`src/rtl/booth_pkg.sv`:
```
// Shared definitions for the Booth multiplier datapath and its dot-product accumulator.
// Combinational helpers only; no latency and no handshake.
// Products are PROD_W-bit two's complement values from an OPND_W x OPND_W multiplier.
package booth_pkg;

  localparam int PROD_W = 12;
  localparam int OPND_W = 6;

  typedef enum logic {
    ACCUM = 1'b0,
    DONE  = 1'b1
  } state_e;

  // Sign-extends a product to acc_w bits; bits at and above acc_w are returned as 0.
  function automatic logic [31:0] sext_prod(input logic [PROD_W-1:0] prod, input int acc_w);
    logic [31:0] ext;
    logic [31:0] r;
    ext = {{(32-PROD_W){prod[PROD_W-1]}}, prod};
    r   = '0;
    for (int i = 0; i < 32; i++) begin
      if (i < acc_w) r[i] = ext[i];
    end
    return r;
  endfunction

endpackage

```
`src/rtl/booth_sat_add.sv`:
```
// Signed W-bit adder with overflow flag; clamps to the signed range when SATURATE_EN is defined.
// Purely combinational, zero latency.
// No handshake; the caller decides when the sum is consumed.
module booth_sat_add #(
  parameter int W = 16
) (
  input  logic [W-1:0] a,
  input  logic [W-1:0] b,
  output logic [W-1:0] sum,
  output logic         ovf
);

  logic [W-1:0] raw;

  always_comb begin
    raw = a + b;
    ovf = (a[W-1] == b[W-1]) && (raw[W-1] != a[W-1]);
`ifdef SATURATE_EN
    // Overflow direction follows the shared operand sign.
    if (ovf) sum = a[W-1] ? {1'b1, {(W-1){1'b0}}} : {1'b0, {(W-1){1'b1}}};
    else     sum = raw;
`else
    sum = raw;
`endif
  end

endmodule

```
`src/rtl/booth_dot_accum.sv`:
```
// Dot-product accumulator: sums up to DOT_LEN signed products (SATURATE_EN selects clamping).
// Latency: result valid the cycle after the closing beat; one dead input cycle per vector.
// Backpressure: prod_ready drops while a result waits for res_ready; res_* held until taken.
module booth_dot_accum
  import booth_pkg::*;
#(
  parameter  int DOT_LEN = 16,
  parameter  int ACC_W   = 16,
  localparam int CNT_W   = $clog2(DOT_LEN + 1)
) (
  input  logic              clk,
  input  logic              rst_n,
  input  logic              clr,
  input  logic              prod_valid,
  output logic              prod_ready,
  input  logic [PROD_W-1:0] prod_data,
  input  logic              prod_last,
  output logic              res_valid,
  input  logic              res_ready,
  output logic [ACC_W-1:0]  res_data,
  output logic [CNT_W-1:0]  res_count,
  output logic              res_ovf
);

  localparam logic [CNT_W-1:0] CNT_LAST = CNT_W'(DOT_LEN - 1);

  state_e           state_q, state_d;
  logic [ACC_W-1:0] acc_q, acc_d;
  logic [CNT_W-1:0] cnt_q, cnt_d;
  logic             ovf_q, ovf_d;
  logic [ACC_W-1:0] res_data_q, res_data_d;
  logic [CNT_W-1:0] res_count_q, res_count_d;
  logic             res_ovf_q, res_ovf_d;
  logic             run_q;

  logic [ACC_W-1:0] prod_ext;
  logic [ACC_W-1:0] add_sum;
  logic             add_ovf;
  logic             accept;

  assign prod_ext = ACC_W'(sext_prod(prod_data, ACC_W));

  booth_sat_add #(.W(ACC_W)) u_add (
    .a   (acc_q),
    .b   (prod_ext),
    .sum (add_sum),
    .ovf (add_ovf)
  );

  // run_q keeps prod_ready low while reset is applied and until the first edge after it.
  assign prod_ready = run_q && (state_q == ACCUM) && !clr;
  assign accept     = prod_valid && prod_ready;
  assign res_valid  = (state_q == DONE);
  assign res_data   = res_data_q;
  assign res_count  = res_count_q;
  assign res_ovf    = res_ovf_q;

  always_comb begin
    state_d     = state_q;
    acc_d       = acc_q;
    cnt_d       = cnt_q;
    ovf_d       = ovf_q;
    res_data_d  = res_data_q;
    res_count_d = res_count_q;
    res_ovf_d   = res_ovf_q;
    if (clr) begin
      state_d = ACCUM;
      acc_d   = '0;
      cnt_d   = '0;
      ovf_d   = 1'b0;
    end else begin
      case (state_q)
        ACCUM: begin
          if (accept) begin
            acc_d = add_sum;
            cnt_d = cnt_q + CNT_W'(1);
            ovf_d = ovf_q | add_ovf;
            if ((cnt_q == CNT_LAST) || prod_last) begin
              res_data_d  = add_sum;
              res_count_d = cnt_q + CNT_W'(1);
              res_ovf_d   = ovf_q | add_ovf;
              state_d     = DONE;
            end
          end
        end
        DONE: begin
          if (res_ready) begin
            acc_d   = '0;
            cnt_d   = '0;
            ovf_d   = 1'b0;
            state_d = ACCUM;
          end
        end
        default: state_d = ACCUM;
      endcase
    end
  end

  always_ff @(posedge clk or negedge rst_n) begin
    if (!rst_n) begin
      state_q     <= ACCUM;
      acc_q       <= '0;
      cnt_q       <= '0;
      ovf_q       <= 1'b0;
      res_data_q  <= '0;
      res_count_q <= '0;
      res_ovf_q   <= 1'b0;
      run_q       <= 1'b0;
    end else begin
      state_q     <= state_d;
      acc_q       <= acc_d;
      cnt_q       <= cnt_d;
      ovf_q       <= ovf_d;
      res_data_q  <= res_data_d;
      res_count_q <= res_count_d;
      res_ovf_q   <= res_ovf_d;
      run_q       <= 1'b1;
    end
  end

endmodule
```
`config.mk`:
```
export PLATFORM = sky130hd
export DESIGN_NAME = booth_dot_accum
export DESIGN_NICKNAME = d
export VERILOG_FILES = /design/src/rtl/booth_pkg.sv /design/src/rtl/booth_sat_add.sv /design/src/rtl/booth_dot_accum.sv
export SDC_FILE = /design/constraint.sdc
export NUM_CORES = 1
export LEC_CHECK = 0
export CAP_MARGIN = 5
export CORE_MARGIN = 4
export CORE_UTILIZATION = 25
export DETAILED_ROUTE_END_ITERATION = 16
export SYNTH_ARGS = -nofsm -noshare
export SYNTH_HDL_FRONTEND = slang
export SYNTH_HIERARCHICAL = 1
export SYNTH_SLANG_ARGS = --single-unit
```
`constraint.sdc`:
```
create_clock -name clk -period 2.6 [get_ports clk]
set_clock_uncertainty 0.05 [all_clocks]
set_input_delay 0.52 -clock clk [delete_from_list [all_inputs] [get_ports clk]]
set_output_delay 0.52 -clock clk [all_outputs]
set_load 0.02 [all_outputs]
```
### Yosys cells after proc, flatten, opt, wreduce, memory -nomap -nowiden

Cells that the tools add are included.

| cells by class | value |
|---|---|
| add/sub/neg operators | 2 |
| equal/unequal tests | 5 |
| muxes and demuxes | 17 |
| bitwise operators | 3 |
| reductions and logical operators | 8 |

Operators by type and width:

| cell | count |
|---|---|
| two-way mux 16 bit | 3 |
| case mux 16 bit (2 select lines) | 1 |
| adder 16 bit | 1 |
| two-way mux 5 bit | 3 |
| case mux 5 bit (2 select lines) | 1 |
| two-way mux 1 bit | 7 |
| inequality test 3 bit (second input constant) | 2 |
| adder 5 x 1 -> 5 bit (second input constant) | 1 |
| == test 5 x 4 -> 1 bit (second input constant) | 1 |
| logical AND 1 bit | 4 |
| case mux 1 bit (2 select lines) | 2 |
| AND reduction 4 bit | 1 |
| NOT 1 bit | 2 |
| AND reduction 2 bit | 1 |
| == test 1 bit | 1 |
| zero test 1 bit | 1 |
| logical OR 1 bit | 1 |
| inequality test 1 bit | 1 |
| OR 1 bit | 1 |

| word-level totals | value |
|---|---|
| flip-flop bits (word level) | 46 |
| input bits | 18 |
| output and inout port bits | 24 |
| logic and storage cells | 43 |

### Longest topological paths before layout

Gate-level depths: netlist of the first run.

| logic depth | value |
|---|---|
| word-level depth | 7 |
| mapped depth | 10 |
| gate-level depth less buffers | 9 |

### Modules after synthesis

The synthesis of the first run kept the hierarchy.

By module, submodules not included:

| module | instances | cells each | area an instance (sq um) | seq. area each (sq um) |
|---|---|---|---|---|
| booth_dot_accum | 1 | 149 | 2024.4 | 1151.1 |
| booth_sat_add | 1 | 93 | 696.9 | 0.0 |

### Worst setup path after synthesis of the first run

Ideal clock, no wire load.

| path | value |
|---|---|
| path type | input to register |
| from | in prod_data[0] |
| to | reg res_data_q[8] (netlist: res_data[8]) |
| setup time | 0.125 ns |
| data arrival time | 2.216 ns |
| data required time | 2.425 ns |
| slack | 0.209 ns |
| stages on the path | 9 |
| path buffers | 0 |
| cell sequence | ha_1 fa_1 a21oi_1 o21ai_1 a21oi_1 o21bai_1 a21o_1 xor2_1 mux2_4 |

| between the ends | value |
|---|---|
| longest elaborated chain between the ends | 1 |

Ends and longest elaborated chain:

| item | RTL line | text |
|---|---|---|
| from (decl) | booth_dot_accum.sv:16 | `input logic [PROD_W-1:0] prod_data,` |
| adder 16 bit | booth_sat_add.sv:16 | `raw = a + b;` |
| via add_sum[8] | booth_dot_accum.sv:37 | `logic [ACC_W-1:0] add_sum;` |
| to (signal assigned) | booth_dot_accum.sv:114 | `res_data_q <= res_data_d;` |
| to (decl) | booth_dot_accum.sv:31 | `logic [ACC_W-1:0] res_data_q, res_data_d;` |

The timed path passes the listed nets, and every way through them passes these cells.
A chain may end at the register's enable or synchronous reset.

### Final worst setup path of the first run

| path | value |
|---|---|
| from | in prod_data[4] |
| to | reg res_data_q[9] (netlist: res_data[9]) |

The elaborated chain is that of the path after synthesis.

==> metrics.cfg, run 1 <==
[run_status]
status = finished, final reports clean

[pwr]
leakage_nw = 1.718
internal_power_mw = 2.513
combPwrFrac_pct = 55.2
p_sw_share_pct = 35.74
vdd.ir_drop.worst_v = 0.0003314
p_seq_share_pct = 28.4
p_sw_mw = 1.397
clkPwrFrac_pct = 16.4
power-per-cell-area_nw_per_um2 = 1046

[cells_and_area]
drive_gt1_share_pct = 28.30
layout.nets = 353
mostFrequentLayoutCells = dfrtp_1 (46), clkdlybuf4s50_1 (40), buf_4 (35)
layout_commonest_cell = dfrtp_1
areaGrowthSynthToFinish_pct = 37.33
antenna_cells = 0
final_area_um2 = 3737

[clock_tree]
cts.clk_slew.worst_paths_ps = 100
cts_buffers = 5
cts_tree = done
worstSkewPairLatency_ps = 300
clock-sinks = 46
clockRootBuffer = clkbuf_8
h-tree-depth = 2
cts.path.max_buffers = 2

[grt]
antenna_found_initial = 0
overflow = 0
grt_use_total_pct = 10.50
grt_pass1_wl_um = 10940
grt_pass1_vias = 2168
grt_max_degree = 24

[synth]
netlist_instances = 242
syn-num-nets = 278
synth-edff-count = 0
ys_warn_count = 6
muxShareOfSynthArea_pct = 11.22
synth_xor_area_share_pct = 5.471
synth_top_family_by_area = compound AO/OA/AOI/OAI gates
ys.flop_type = dfrtp_1
synth.avg_cell_area_um2 = 11.25
async_flop_share_pct = 100.0
syn_area_um2 = 2721
synth_seq_cells = 46
synthSimpleGateAreaFrac_pct = 11.17
ys_types = 48
synth-seq-area-share_pct = 42.30
synth_compound_area_share_pct = 17.70
synth_fa_ha_area_share_pct = 8.552

[floorplanning]
die_w_um = 112.3
pin_count = 42
die_area_um2 = 12620
initial_core_util_pct = 26.01
core_um2 = 10460
num_rows = 37
die_y_um = 112.3

[placement]
hpwl_um = 4764
gp_congestion = 0.8786
placed_area_um2 = 3516
io_buffers = 41

[sta]
finalHoldViolCount = 0
fmax_mhz = 391.9
setup_tns_ps = 0
setup_viol = 0
drv_slew = 0
period_minus_slack_ps = 2552
fin_crit_sh_pct = 98.15

[worst_hold_path]
hp-class = input port to asynchronous set/reset pin

[critical_path]
max_stage_delay_ps = 500
r2r_cells = 9
rr_startpoint = acc_q[4]
reg2reg_slack_ps = 310
cp_slowest_cell = clkdlybuf4s50_1
critPathLaunchType = input port
path_cells = clkdlybuf4s50_1, ha_4, a21oi_4, nand2_1, a221o_1, a21oi_4, buf_6, o21ai_1, xor2_1, mux2_4
timing.rr.end = res_data[9]
path_common_cell = a21oi_4
cp_max_fo = 5
arrival_ps = 2690
critPathLaunch = prod_data[4]
crit_required_ps = 2740
path_class = input port to flip-flop
worstSetupEndpointType = flip-flop

[detailed_routing]
drc = 0
drt-initial-drc-count = 80
drtPass1Iterations = 4
num_vias = 2142
routedWlPerCell_um = 14.37
finalWirelength_um = 6522
via_per_inst = 4.718
ant_nets = 0

[run]
drv_cap = 0

power by group through the flow:
stage / Sequential [mW] / Combinational, mW / Clock, mW
after CTS: 1.11 / 2.09 / 0.659
after detailed placement: 1.12 / 2.05 / 0
after global placement: 1.12 / 2.04 / 0
after floorplan: 1.27 / 1.09 / 0
after global routing: 1.15 / 2.35 / 0.686
final: 1.11 / 2.16 / 0.640
critical path, delay by kind of cell:
family | cells | cell delay (ps)
adders and majority gates | 1 | 230
xor gates and xnor gates | 1 | 160
muxes | 1 | 260
and+or+nand+nor | 1 | 80
buffers and inverters | 2 | 630
AOI/OAI and AO/OA | 4 | 800
cell type report:
| cell class | count | area (µm²) |
|---|---|---|
| multi-input cells | 178 | 1549 |
| fillers | 1049 | 6725 |
| inverters | 8 | 30.03 |
| well taps | 136 | 170.2 |
| repair buffers | 78 | 699.4 |
| flip-flops and latches | 46 | 1151 |
| clock buffers | 5 | 68.82 |
| clock inverters | 3 | 68.82 |
registers in the layout, summed over array words and instances (netlist names):
name / flops
acc_q: 16
res_data: 16
cnt_q: 5
res_count: 5
ovf_q: 1
res_ovf: 1
res_valid: 1
run_q: 1
synth_stat cells (4+ instances only):
master     n  area share, %
inv_1      8            1.1
xor2_1     7            2.3
o21ai_0    7            1.3
a31o_2     7            2.3
nor2_1     4           0.55
o21bai_1   4            1.1
a21o_1     4            1.1
nand2_1   10            1.4
xnor2_1   10            3.2
a21oi_1   14            2.6
o21ai_1    4           0.74
clkbuf_1   4           0.55
mux2_4    19             10
and3_1    18            4.1
a31o_1     9            2.9
dfrtp_1   46             42
nand3_1    5           0.92
ha_1      17            7.8
per-stage QoR:
step           total power [mW]  hold WS, ps  utilization, %  setup slack [ps]  instances
2_1_floorplan             2.354        174.4               -             208.8        242
3_3_place_gp              3.157        425.3           33.60            -390.2        445
6_report                  3.910        102.7           35.72             48.09        454
4_1_cts                   3.860        110.7           35.09             7.179        453
3_5_place_dp              3.170        446.0           33.60            -437.0        445
5_1_grt                   4.178        118.5           35.72            -1.193        454
worst max path at each step:
stage	to	slack, ps	cells past startpoint
CTS	ovf_q	7	10
floorplan	res_data[8]	210	9
detailed placement	res_data[12]	-440	10
finish	res_data[9]	50	10
global placement	res_data[12]	-390	10
global route	res_data[12]	-1	10
per-layer routing:
metal	track usage (%)	wire [µm]
met5	0	0
met4	2.484	85
met3	2.588	261
met2	16.37	3026
met1	14.70	3150
cells by family (layout without fill, tap and decap cells):
logic type               after synthesis  in the layout
other                                  1              1
flip-flops                            46             46
AO/OA/AOI/OAI                         68             68
XOR/XNOR                              17             17
buffers and inverters                 18             94
multiplexers                          21             21
adder cells (fa/ha/maj)               18             18
AND/OR/NAND/NOR                       53             53
repair_timing:
| action | 4_1_cts | 5_1_grt |
|---|---|---|
| setup buffers | 0 | 1 |
| endpoints found under the setup margin | 7 | 9 |
| gates cloned | 0 | 0 |
| pin swaps | 3 | 7 |
| gates resized for setup | 5 | 10 |
| hold buffers | 0 | 0 |
Note: power is estimated with default switching activity, not from simulation.
==> inputs of run 2 (changes only) <==
--- a/config.mk
+++ b/config.mk
@@ -7,8 +7,10 @@
 export LEC_CHECK = 0
 export CAP_MARGIN = 5
 export CORE_MARGIN = 4
-export CORE_UTILIZATION = 25
+export CORE_UTILIZATION = 50
 export DETAILED_ROUTE_END_ITERATION = 16
+export PLACE_DENSITY = 0.75
+export SETUP_SLACK_MARGIN = 0.1
 export SYNTH_ARGS = -nofsm -noshare
 export SYNTH_HDL_FRONTEND = slang
 export SYNTH_HIERARCHICAL = 1
==> run 2 against run 1 <==
Against the previous run:
- global-route usage is 10 points higher
- clock-buffer cell count is 1 higher
- register-to-register slack worse by 30 ps
- critical path type unchanged
- largest cell class unchanged
==> metrics.cfg, run 2 (synthesis gave the netlist of run 1 again) <==
[run_status]
status = finished, final reports clean

[detailed_routing]
finalWirelength_um = 6653  ; +2.0%
ant_nets = 0  ; unchanged
via_per_inst = 5.622  ; +19%
routedWlPerCell_um = 16.97  ; +18%
num_vias = 2204  ; +2.9%
drt-initial-drc-count = 150  ; +88%
drtPass1Iterations = 5  ; +1
drc = 0  ; unchanged

[placement]
pre_cts_ws_ps = -400.8  ; +36.13 ps
hpwl_um = 4563  ; -4.2%
io_buffers = 41  ; unchanged
gp_congestion = 0.8273  ; -5.8%
placed_area_um2 = 3463  ; -1.5%

[grt]
overflow = 0  ; unchanged
antenna_found_initial = 0  ; unchanged
grt_use_met2_pct = 33.93  ; +18 points
grt_max_degree = 24  ; unchanged
grt_use_total_pct = 20.84  ; +10 points
top_usage_layer = met2
met3_usage_pct = 3.838  ; +1.3 points
grt_pass1_wl_um = 10820  ; -1.1%
grt_util_met1_pct = 27.74  ; +13 points
grt_pass1_vias = 2331  ; +7.5%

[floorplanning]
die_w_um = 81.78  ; -27%
core_um2 = 5205  ; -50%
die_area_um2 = 6687  ; -47%
die_y_um = 81.78  ; -27%
initial_core_util_pct = 52.28  ; +26 points
num_rows = 26  ; -30%
pin_count = 42  ; unchanged

[critical_path]
arrival_ps = 2620  ; -70 ps
critPathLaunchType = input port
timing.rr.end = res_data[14]
reg2reg_slack_ps = 280  ; -30 ps
crit_required_ps = 2740  ; about the same
worstSetupEndpointType = flip-flop
rr_startpoint = acc_q[0]
cp_max_fo = 4  ; -1
path_class = input port to flip-flop
r2r_cells = 9  ; unchanged

[cells_and_area]
finish.utilization_pct = 71.03  ; +35 points
antenna_cells = 0  ; unchanged
layout_commonest_cell = dfrtp_1
mostFrequentLayoutCells = dfrtp_1 (46), buf_4 (41), clkdlybuf4s50_1 (36)
layout.nets = 358  ; +1.4%
nFillCells = 390  ; -63%
final_area_um2 = 3697  ; -1.1%
areaGrowthSynthToFinish_pct = 35.86
drive_gt1_share_pct = 30.12  ; +1.8 points

[sta]
setup_tns_ps = 0  ; unchanged
fmax_mhz = 402.2  ; +2.6%
drv_slew = 0  ; unchanged
period_minus_slack_ps = 2486  ; -65.81 ps
setup_viol = 0  ; unchanged
finalHoldViolCount = 0  ; unchanged
fin_crit_sh_pct = 95.62  ; -2.5 points
rsz0062_at_grt = no
worst_slack_ps = 113.9  ; +65.81 ps

[clock_tree]
clockRootBuffer = clkbuf_8
ctsHoldBuffers = 0  ; unchanged
worstSkewPairLatency_ps = 290  ; about the same
cts_buffers = 5  ; unchanged
clock-sinks = 46  ; unchanged
cts.clk_slew.worst_paths_ps = 80  ; -20 ps
cts.path.max_buffers = 2  ; unchanged
h-tree-depth = 2  ; unchanged
cts_tree = done

[pwr]
vdd.ir_drop.worst_v = 0.0007116  ; +110%
power-per-cell-area_nw_per_um2 = 1053  ; +0.68%
leakage_nw = 1.756  ; +2.2%

[run]
drv_cap = 0  ; unchanged

[worst_hold_path]
hp-class = input port to asynchronous set/reset pin

run 2: cell types whose count changed in the layout (fill, tap and decap cells not counted), sizes merged:
cell	before	now
buf	38	43
bufinv	2	1
clkbuf	5	6
clkdlybuf4s50	40	36
clkinv	1	0
dlygate4sd2	0	1
dlymetal6s2s	0	3
run 2: what timing repair did:
action / CTS / global route
endpoints found under the setup margin: 16 / 9
pin swaps: 10 / 5
buffers inserted: 2 / 0
gates resized for setup: 10 / 12
run 2: per-stage QoR:
| step | hold slack [ps] | total power [mW] | std cells |
|---|---|---|---|
| after CTS | 115.8 | 3.814 | 392 |
| after floorplan | 174.4 | 2.354 | 242 |
| after global routing | 134.5 | 4.129 | 392 |
| after global placement | 426.0 | 3.128 | 383 |
| after detailed placement | 433.3 | 3.193 | 383 |
| final | 112.1 | 3.894 | 392 |
run 2: cell type report:
class	instances	area (µm²)	area share, %
well taps	70	87.58	2.369
flip-flops and latches	46	1151	31.13
inverters	8	30.03	0.8122
clock inverters	1	30.03	0.8122
multi-input cells	178	1577	42.64
clock buffers	6	82.58	2.234
repair buffers	83	739.5	20.00
run 2: worst max-delay path by stage:
stage	startpoint	endpoint	slack [ps]	depth (start not counted)
after floorplan	prod_data[0]	res_data[8]	210	9
after CTS	prod_data[4]	ovf_q	100	10
after global placement	prod_data[4]	ovf_q	-350	10
final	prod_data[11]	ovf_q	110	10
after global routing	prod_data[11]	ovf_q	90	10
after detailed placement	prod_data[0]	res_data[14]	-400	10
run 2: worst max-delay path, cell delays in order:
cell and delay, ps:
clkdlybuf4s50_1 420, buf_4 160, ha_1 200, a21o_1 190, a21o_1 200, a211oi_2 300, o31ai_4 140, mux2i_1 150
a21boi_2 160, o21a_1 160
run 2: where the power goes:
part,total (mW),internal (mW),switching [mW]
clock,0.545,0.308,0.237
sequential,1.12,0.964,0.159
combinational,2.23,1.19,1.04
run 2: routing by layer:
metal,share of wire (%),up-vias
met2,51,61
met4,0.72,0
met1,44,1091
li1,-,1046
met5,0,-
met3,4.3,6
==> inputs of run 3 (changes only) <==
--- a/config.mk
+++ b/config.mk
@@ -8,7 +8,9 @@
 export CAP_MARGIN = 5
 export CORE_MARGIN = 4
 export CORE_UTILIZATION = 50
+export CTS_CLUSTER_SIZE = 10
 export DETAILED_ROUTE_END_ITERATION = 16
+export HOLD_SLACK_MARGIN = 0.1
 export PLACE_DENSITY = 0.75
 export SETUP_SLACK_MARGIN = 0.1
 export SYNTH_ARGS = -nofsm -noshare
==> results of run 3 <==
Same layout as run 2: the final DEF is identical, and so are final timing and power.
